## config.mk

```make
export PLATFORM = sky130hd
export DESIGN_NAME = sprite_plotter_flat
export DESIGN_NICKNAME = d
export VERILOG_FILES = /design/src/rtl/sprite_plotter_if.sv /design/src/rtl/sprite_plotter.sv /design/src/flat_wrapper.sv
export SDC_FILE = /design/constraint.sdc
export NUM_CORES = 1
export LEC_CHECK = 0
export CORE_ASPECT_RATIO = 0.8
export CORE_MARGIN = 2
export CORE_UTILIZATION = 45
export DETAILED_ROUTE_END_ITERATION = 16
export PLACE_DENSITY = 0.72
export SLEW_MARGIN = 0
export SYNTH_ARGS = -nofsm -noshare
export SYNTH_HDL_FRONTEND = slang
export SYNTH_SLANG_ARGS = --single-unit
```

## constraint.sdc

```tcl
create_clock -name clock -period 3.1 [get_ports clock]
set_input_delay 0.62 -clock clock [delete_from_list [all_inputs] [get_ports clock]]
set_output_delay 0.62 -clock clock [all_outputs]
set_load 0.01 [all_outputs]
```

## src/rtl/sprite_plotter_if.sv

```systemverilog
// -----------------------------------------------------------------------------
// sprite_plotter_if
// Bundles the request, sprite-ROM and framebuffer-write signals of the sprite
// plotter so they travel as one port.
//
//   master : the requester / ROM / framebuffer side
//            drives  start, erase, pos_x, pos_y, fg_color, bg_color, rom_data
//            sees    rom_addr, busy, done, plot, x_out, y_out, color_out
//   slave  : the plotter itself (opposite directions)
// -----------------------------------------------------------------------------
interface sprite_plotter_if #(
   parameter int SPR_W   = 8,
   parameter int ROW_AW  = 4,
   parameter int COLOR_W = 3,
   parameter int X_W     = 8,
   parameter int Y_W     = 7
);
   logic               start;
   logic               erase;
   logic [X_W-1:0]     pos_x;
   logic [Y_W-1:0]     pos_y;
   logic [COLOR_W-1:0] fg_color;
   logic [COLOR_W-1:0] bg_color;
   logic [ROW_AW-1:0]  rom_addr;
   logic [SPR_W-1:0]   rom_data;
   logic               busy;
   logic               done;
   logic               plot;
   logic [X_W-1:0]     x_out;
   logic [Y_W-1:0]     y_out;
   logic [COLOR_W-1:0] color_out;

   modport master (
      output start, erase, pos_x, pos_y, fg_color, bg_color, rom_data,
      input  rom_addr, busy, done, plot, x_out, y_out, color_out
   );

   modport slave (
      input  start, erase, pos_x, pos_y, fg_color, bg_color, rom_data,
      output rom_addr, busy, done, plot, x_out, y_out, color_out
   );
endinterface

```

## src/rtl/sprite_plotter.sv

```systemverilog
// -----------------------------------------------------------------------------
// sprite_plotter
// Renders an SPR_W x SPR_H bitmap from a synchronous sprite ROM into the
// 160x120 framebuffer, one pixel write per cycle. Each row costs two fetch
// cycles followed by SPR_W plot cycles; a single DONE cycle ends the sprite.
// Rows grow upward from the anchor (row r lands on pos_y - r); pixels that fall
// off screen are suppressed but still take their cycle.
//
// Ports:
//   clock     - system clock, rising edge
//   reset     - asynchronous active-high reset
//   bus       - sprite_plotter_if.slave: start/erase/pos/colours request,
//               rom_addr/rom_data sprite ROM port, busy/done status and the
//               plot/x_out/y_out/color_out framebuffer write
//
// Optional build macro:
//   SPRITE_PLOTTER_TRANSPARENT_EN - mask-0 pixels are never written, in either
//                                   mode; cycle count is unchanged.
// -----------------------------------------------------------------------------
module sprite_plotter #(
   parameter int SPR_W    = 8,
   parameter int SPR_H    = 16,
   parameter int ROW_AW   = 4,
   parameter int COLOR_W  = 3,
   parameter int X_W      = 8,
   parameter int Y_W      = 7,
   parameter int SCREEN_W = 160,
   parameter int SCREEN_H = 120
) (
   input  logic           clock,
   input  logic           reset,
   sprite_plotter_if.slave bus
);
   localparam int COL_W = (SPR_W > 1) ? $clog2(SPR_W) : 1;

   typedef enum logic [2:0] {IDLE, FETCH_A, FETCH_D, PLOT, DONE} state_t;
   state_t state_reg, state_next;

   logic [ROW_AW-1:0]  row_reg;
   logic [COL_W-1:0]   col_reg;
   logic [SPR_W-1:0]   shift_reg;
   logic               erase_reg;
   logic [X_W-1:0]     pos_x_reg;
   logic [Y_W-1:0]     pos_y_reg;
   logic [COLOR_W-1:0] fg_reg;
   logic [COLOR_W-1:0] bg_reg;
   logic [ROW_AW-1:0]  rom_addr_reg;
   logic               plot_reg;
   logic [X_W-1:0]     x_out_reg;
   logic [Y_W-1:0]     y_out_reg;
   logic [COLOR_W-1:0] color_out_reg;

   logic               last_col;
   logic               last_row;
   logic               accept;
   logic               pix_en;
   logic [X_W:0]       x_sum;
   logic [Y_W:0]       y_diff;
   logic               on_screen;
   logic               mask;
   logic               pix_write;
   logic [COLOR_W-1:0] pix_color;

   assign last_col = (col_reg == COL_W'(SPR_W - 1));
   assign last_row = (row_reg == ROW_AW'(SPR_H - 1));

   // ---------------- FSM: state register ----------------
   always_ff @(posedge clock or posedge reset) begin
      if (reset)
         state_reg <= IDLE;
      else
         state_reg <= state_next;
   end

   // ---------------- FSM: next state ----------------
   always_comb begin
      state_next = state_reg;
      case (state_reg)
         IDLE:    if (bus.start) state_next = FETCH_A;
         FETCH_A: state_next = FETCH_D;
         FETCH_D: state_next = PLOT;
         PLOT:    if (last_col) state_next = last_row ? DONE : FETCH_A;
         DONE:    state_next = IDLE;
         default: state_next = IDLE;
      endcase
   end

   // ---------------- FSM: outputs ----------------
   always_comb begin
      accept   = 1'b0;
      pix_en   = 1'b0;
      bus.busy = 1'b1;
      bus.done = 1'b0;
      case (state_reg)
         IDLE: begin
            bus.busy = 1'b0;
            accept   = bus.start;
         end
         PLOT:    pix_en   = 1'b1;
         DONE:    bus.done = 1'b1;
         default: ;
      endcase
   end

   // Coordinates are formed one bit wider so that overflow past the right
   // edge and underflow below row 0 show up as a carry/borrow instead of a
   // wrap onto the opposite side of the screen.
   assign x_sum     = {1'b0, pos_x_reg} + (X_W + 1)'(col_reg);
   assign y_diff    = {1'b0, pos_y_reg} - (Y_W + 1)'(row_reg);
   assign on_screen = (x_sum < (X_W + 1)'(SCREEN_W)) && !y_diff[Y_W] &&
                      (y_diff[Y_W-1:0] < Y_W'(SCREEN_H));

   // The row bitmap is shifted left each plot cycle; the MSB is always the
   // mask bit of the current column.
   assign mask      = shift_reg[SPR_W-1];
   assign pix_color = (mask && !erase_reg) ? fg_reg : bg_reg;

`ifdef SPRITE_PLOTTER_TRANSPARENT_EN
   assign pix_write = pix_en && on_screen && mask;
`else
   assign pix_write = pix_en && on_screen;
`endif

   // ---------------- datapath ----------------
   always_ff @(posedge clock or posedge reset) begin
      if (reset) begin
         row_reg       <= '0;
         col_reg       <= '0;
         shift_reg     <= '0;
         erase_reg     <= 1'b0;
         pos_x_reg     <= '0;
         pos_y_reg     <= '0;
         fg_reg        <= '0;
         bg_reg        <= '0;
         rom_addr_reg  <= '0;
         plot_reg      <= 1'b0;
         x_out_reg     <= '0;
         y_out_reg     <= '0;
         color_out_reg <= '0;
      end else begin
         if (accept) begin
            erase_reg    <= bus.erase;
            pos_x_reg    <= bus.pos_x;
            pos_y_reg    <= bus.pos_y;
            fg_reg       <= bus.fg_color;
            bg_reg       <= bus.bg_color;
            row_reg      <= '0;
            rom_addr_reg <= '0;
         end

         // ROM samples rom_addr at the end of FETCH_A; its data is valid
         // throughout FETCH_D and captured here.
         if (state_reg == FETCH_D) begin
            shift_reg <= bus.rom_data;
            col_reg   <= '0;
         end

         if (pix_en) begin
            shift_reg <= shift_reg << 1;
            col_reg   <= col_reg + COL_W'(1);
            // Present the next row address so it is stable during FETCH_A.
            if (last_col && !last_row) begin
               row_reg      <= row_reg + ROW_AW'(1);
               rom_addr_reg <= row_reg + ROW_AW'(1);
            end
         end

         // Write outputs lag the counters by one cycle; coordinates and
         // colour only move on a real write so a clipped pixel never leaves
         // a wrapped coordinate on the bus.
         plot_reg <= pix_write;
         if (pix_write) begin
            x_out_reg     <= x_sum[X_W-1:0];
            y_out_reg     <= y_diff[Y_W-1:0];
            color_out_reg <= pix_color;
         end
      end
   end

   assign bus.rom_addr  = rom_addr_reg;
   assign bus.plot      = plot_reg;
   assign bus.x_out     = x_out_reg;
   assign bus.y_out     = y_out_reg;
   assign bus.color_out = color_out_reg;
endmodule
```

## src/flat_wrapper.sv

```systemverilog
// flat-port wrapper written by rule: the top's interface ports become plain ports
module sprite_plotter_flat 
#(
   parameter int SPR_W    = 8,
   parameter int SPR_H    = 16,
   parameter int ROW_AW   = 4,
   parameter int COLOR_W  = 3,
   parameter int X_W      = 8,
   parameter int Y_W      = 7,
   parameter int SCREEN_W = 160,
   parameter int SCREEN_H = 120
)
  (clock, reset, bus_start, bus_erase, bus_pos_x, bus_pos_y, bus_fg_color, bus_bg_color, bus_rom_data, bus_rom_addr, bus_busy, bus_done, bus_plot, bus_x_out, bus_y_out, bus_color_out);
  sprite_plotter_if #(.SPR_W(SPR_W), .ROW_AW(ROW_AW), .COLOR_W(COLOR_W), .X_W(X_W), .Y_W(Y_W)) bus_i ();
  input  logic clock;
  input  logic reset;
  input wire logic [$bits(bus_i.start)-1:0] bus_start;
  input wire logic [$bits(bus_i.erase)-1:0] bus_erase;
  input wire logic [$bits(bus_i.pos_x)-1:0] bus_pos_x;
  input wire logic [$bits(bus_i.pos_y)-1:0] bus_pos_y;
  input wire logic [$bits(bus_i.fg_color)-1:0] bus_fg_color;
  input wire logic [$bits(bus_i.bg_color)-1:0] bus_bg_color;
  input wire logic [$bits(bus_i.rom_data)-1:0] bus_rom_data;
  output wire logic [$bits(bus_i.rom_addr)-1:0] bus_rom_addr;
  output wire logic [$bits(bus_i.busy)-1:0] bus_busy;
  output wire logic [$bits(bus_i.done)-1:0] bus_done;
  output wire logic [$bits(bus_i.plot)-1:0] bus_plot;
  output wire logic [$bits(bus_i.x_out)-1:0] bus_x_out;
  output wire logic [$bits(bus_i.y_out)-1:0] bus_y_out;
  output wire logic [$bits(bus_i.color_out)-1:0] bus_color_out;
  assign bus_i.start = bus_start;
  assign bus_i.erase = bus_erase;
  assign bus_i.pos_x = bus_pos_x;
  assign bus_i.pos_y = bus_pos_y;
  assign bus_i.fg_color = bus_fg_color;
  assign bus_i.bg_color = bus_bg_color;
  assign bus_i.rom_data = bus_rom_data;
  assign bus_rom_addr = bus_i.rom_addr;
  assign bus_busy = bus_i.busy;
  assign bus_done = bus_i.done;
  assign bus_plot = bus_i.plot;
  assign bus_x_out = bus_i.x_out;
  assign bus_y_out = bus_i.y_out;
  assign bus_color_out = bus_i.color_out;
  sprite_plotter #(.SPR_W(SPR_W), .SPR_H(SPR_H), .ROW_AW(ROW_AW), .COLOR_W(COLOR_W), .X_W(X_W), .Y_W(Y_W), .SCREEN_W(SCREEN_W), .SCREEN_H(SCREEN_H)) u_core (.clock(clock), .reset(reset), .bus(bus_i));
endmodule
```

==> metrics.md <==
| Metric | Value |
|---|---|
| Critical Path AT | 3.07 ns |
| Initial antenna violation count | 0 |
| Place WS | 0.143 ns |
| Async SR Flop Fraction | 1.00 |
| Clk_skew | 0.00600 ns |
| Site Rows | 27 |
| Number of filler cells placed in the layout | a little over 600 |
| Placeable Area | approximately 0.0068 sq mm |
| Crit-path max FO | 6 |
| CTS tree | yes |
| Setup crit start kind | flop |
| Mean Syn Cell Area | 10.4 sq um |
| Detailed placement HPWL | roughly 4600 um |
| Flop pwr share | 0.333 |
| XOR/XNOR Fraction of Synth Area | 0.0310 |
| Gate power share | 0.546 |
| First-pass GRT wire length | between 10000 and 15000 um |
| Final-stage net count | around 410 |
| Register bit total from synthesis | 63 |
| Synthesized net count | around 340 |
| Post-synthesis sequential area ratio | 0.508 |
| P_sw | around 1.7 mW |
| Max Freq | about 350 MHz |
| Fin. max-slew vios | 0 |
| Yosys Warn Count | 0 |
| Post-DRT Antenna Nets | 0 |
| Routed vias/inst | approximately 5.1 |
| DR vias | 2295 |
| CP Class | flop to flop |
| Clk sinks | 63 |
| Synth-to-layout area growth | 27.1% |
| Post-Synth Simple-Gate Area | 0.160 |
| Top cells by area, synth | dfrtp_1 (51%), nand2_1 (9.7%), mux2_2 (4.4%) |
| Final min period | ~2.8 ns |
| Drt wl/cell | between 10 and 15 um |
| Worst Hold Class | flop to flop |
| Primary FF master, synth | dfrtp_1 |
| Hold Fails Final Rpt | 0 |
| Clk_lat worst skew | around 0.33 ns |
| I/O pin count | 58 |
| Final setup vio count | 0 |
| Cell Pwr Density | 1180 mW/mm^2 |
| Die ar. | ~0.0076 sq mm |
| Netlist cell types | 41 |
| Residual DRC | 0 |
| Internal power | between 2 and 3 mW |
| Area fraction of the dominant cell type after synthesis | 0.508 |
| TritonRoute pass-1 iters | 4 |
| Cell Area, Synth | 0.00310 sq mm |
| Crit. End Element | flop |
| Initial DRC Count | roughly 120 |
| Post-Synth Adder-Cell Area | 0.0532 |
| Leak Pwr | roughly 1.9 nW |
| Vias in the first global route | ~2200 |
| Peak VDD IR | 0.461 mV |
| Synth Instances | between 200 and 300 |
| Max clock buf depth | 2 |
| Post-Route Setup TNS | 0 ns |
| Clock-pin slew of the registers on the worst-case setup and hold paths | about 0.06 ns |
| GPL Wtd Cong | ~0.83 |
| Clock root cell | clkbuf_8 |
| Pin count of the biggest net entering global routing | 38 |
| Ant diodes | 0 |
| Initial core utilization | 0.457 |
| Share of total power in the clock network | 0.121 |
| Total CTS buffers | 9 |
| Post-Route WL | approximately 6300 um |
| Mux share of post-synthesis cell area | 0.115 |
| Die height | 78.3 um |
| Status | completed |
| Post-synthesis compound-gate area fraction | 0.103 |
| Number of flops mapped to enable cells by yosys | 0 |
| Max Cap Viol | 0 |
| GRT overflow | 0 |
| Period utilization | 0.919 |
| Setup WS post-layout | 0.250 ns |
| Sw frac | 0.365 |
| Largest area contributor in the netlist | dfrtp_1 |
| RSZ-0062 raised after global routing | no |
| # Post-CTS Setup Buffers | 0 |
| Layout cells sized above 1 | 0.115 |
| H-Tree Depth | 3 |
| PortBufs | 57 |
| Main combinational cell family by area after synthesis | simple AND/OR/NAND/NOR gates |
| Slew headroom | 0.583 |
| Worst-Margin Slew | around 0.63 ns |
| Critical Path RT | about 3.3 ns |
| Total Routing Usage GR | 0.179 |
| Die Span X | just under 100 um |
==> path summary, 6_finish.rpt <==
kind	from	to	slack [ns]	cells past startpoint
setup / recovery	u_core.col_reg[0]	u_core.bus.color_out[0]	0.25	8
setup reg to reg	u_core.col_reg[0]	u_core.bus.color_out[0]	0.25	8
max in group asynchronous	reset	u_core.bus.x_out[7]	1.83	3
hold reg to reg	u_core.bg_reg[2]	u_core.bg_reg[2]	0.47	2
min in group asynchronous	reset	u_core.bus.rom_addr[3]	0.67	2
hold / removal	u_core.bg_reg[2]	u_core.bg_reg[2]	0.47	2
==> final cells by class <==
type | count | area [sq um] | share of cell area
clock buffers | 12 | 135 | 0.0343
clock inverters | 2 | 10.0 | 0.00254
inverters | 11 | 41.3 | 0.0105
multi-input cells | 213 | 1430 | 0.363
flip-flops and latches | 63 | 1580 | 0.400
well taps | 87 | 109 | 0.0276
repair buffers | 63 | 641 | 0.162
==> what timing repair did <==
action / 4_1_cts / 5_1_grt
hold buffers: 0 / 0
endpoints found under the setup margin: 0 / 3
gates resized for setup: 0 / 0
==> Yosys cell counts (all sizes together), types with 3 or more instances <==
cell type,n
a21o,5
a21oi,4
clkbuf,11
dfrtp,63
ha,10
inv,11
mux2,20
mux2i,10
nand2,80
nand2b,3
nand3,4
nand4,3
nor2,11
nor2b,3
nor3,4
o21ai,18
xnor2,6
xor2,5
==> cells in the final DEF, fill, tap and decap left out, drive strengths merged, types with 10 or more instances in the layout <==
master / count
mux2i: 10
nor2: 11
mux2: 20
ha: 10
clkbuf: 12
dfrtp: 63
o21ai: 18
nand2: 80
inv: 11
clkdlybuf4s50: 57
==> routing by layer <==
layer | wire length (um) | vias up | GRT usage
met5 | 0 | - | 0
met4 | 76 | 0 | 0.0549
met3 | 287 | 9 | 0.0552
met2 | 2810 | 60 | 0.274
met1 | 3140 | 1085 | 0.245
li1 | - | 1141 | -
==> through the flow <==
step	utilization	cells	hold slack, ns	cell area (sq um)	power (mW)
after global placement	0.560	437	0.456	3800	4.01
after detailed placement	0.560	437	0.459	3800	4.11
final	0.581	451	0.474	3950	4.65
after floorplan	-	299	0.440	3100	3.31
after CTS	0.581	451	0.476	3950	4.71
after global routing	0.581	451	0.502	3950	5.02
==> critical path, stage by stage (launching register included) <==
cell and delay [ns]:
dfrtp_1 0.41, ha_1 0.23, fa_1 0.44, a21o_1 0.22, a2111o_1 0.42, o311a_4 0.15
a2111oi_4 0.28, buf_4 0.24, mux2_2 0.34
==> kinds of logic after synthesis <==
family,count (synthesis)
AND/OR/NAND/NOR,116
AO/OA/AOI/OAI,44
XOR/XNOR,11
multiplexers,30
buffers and inverters,23
adder cells (fa/ha/maj),12
flip-flops,63
==> power by group through the flow <==
stage          combinational (mW)  clock (mW)  sequential, mW
2_1_floorplan                1.81           0            1.50
3_3_place_gp                 2.46           0            1.55
3_5_place_dp                 2.54           0            1.56
4_1_cts                      2.57       0.588            1.55
5_1_grt                      2.79       0.625            1.61
6_report                     2.54       0.564            1.55
(Power assumes the default switching activity.)
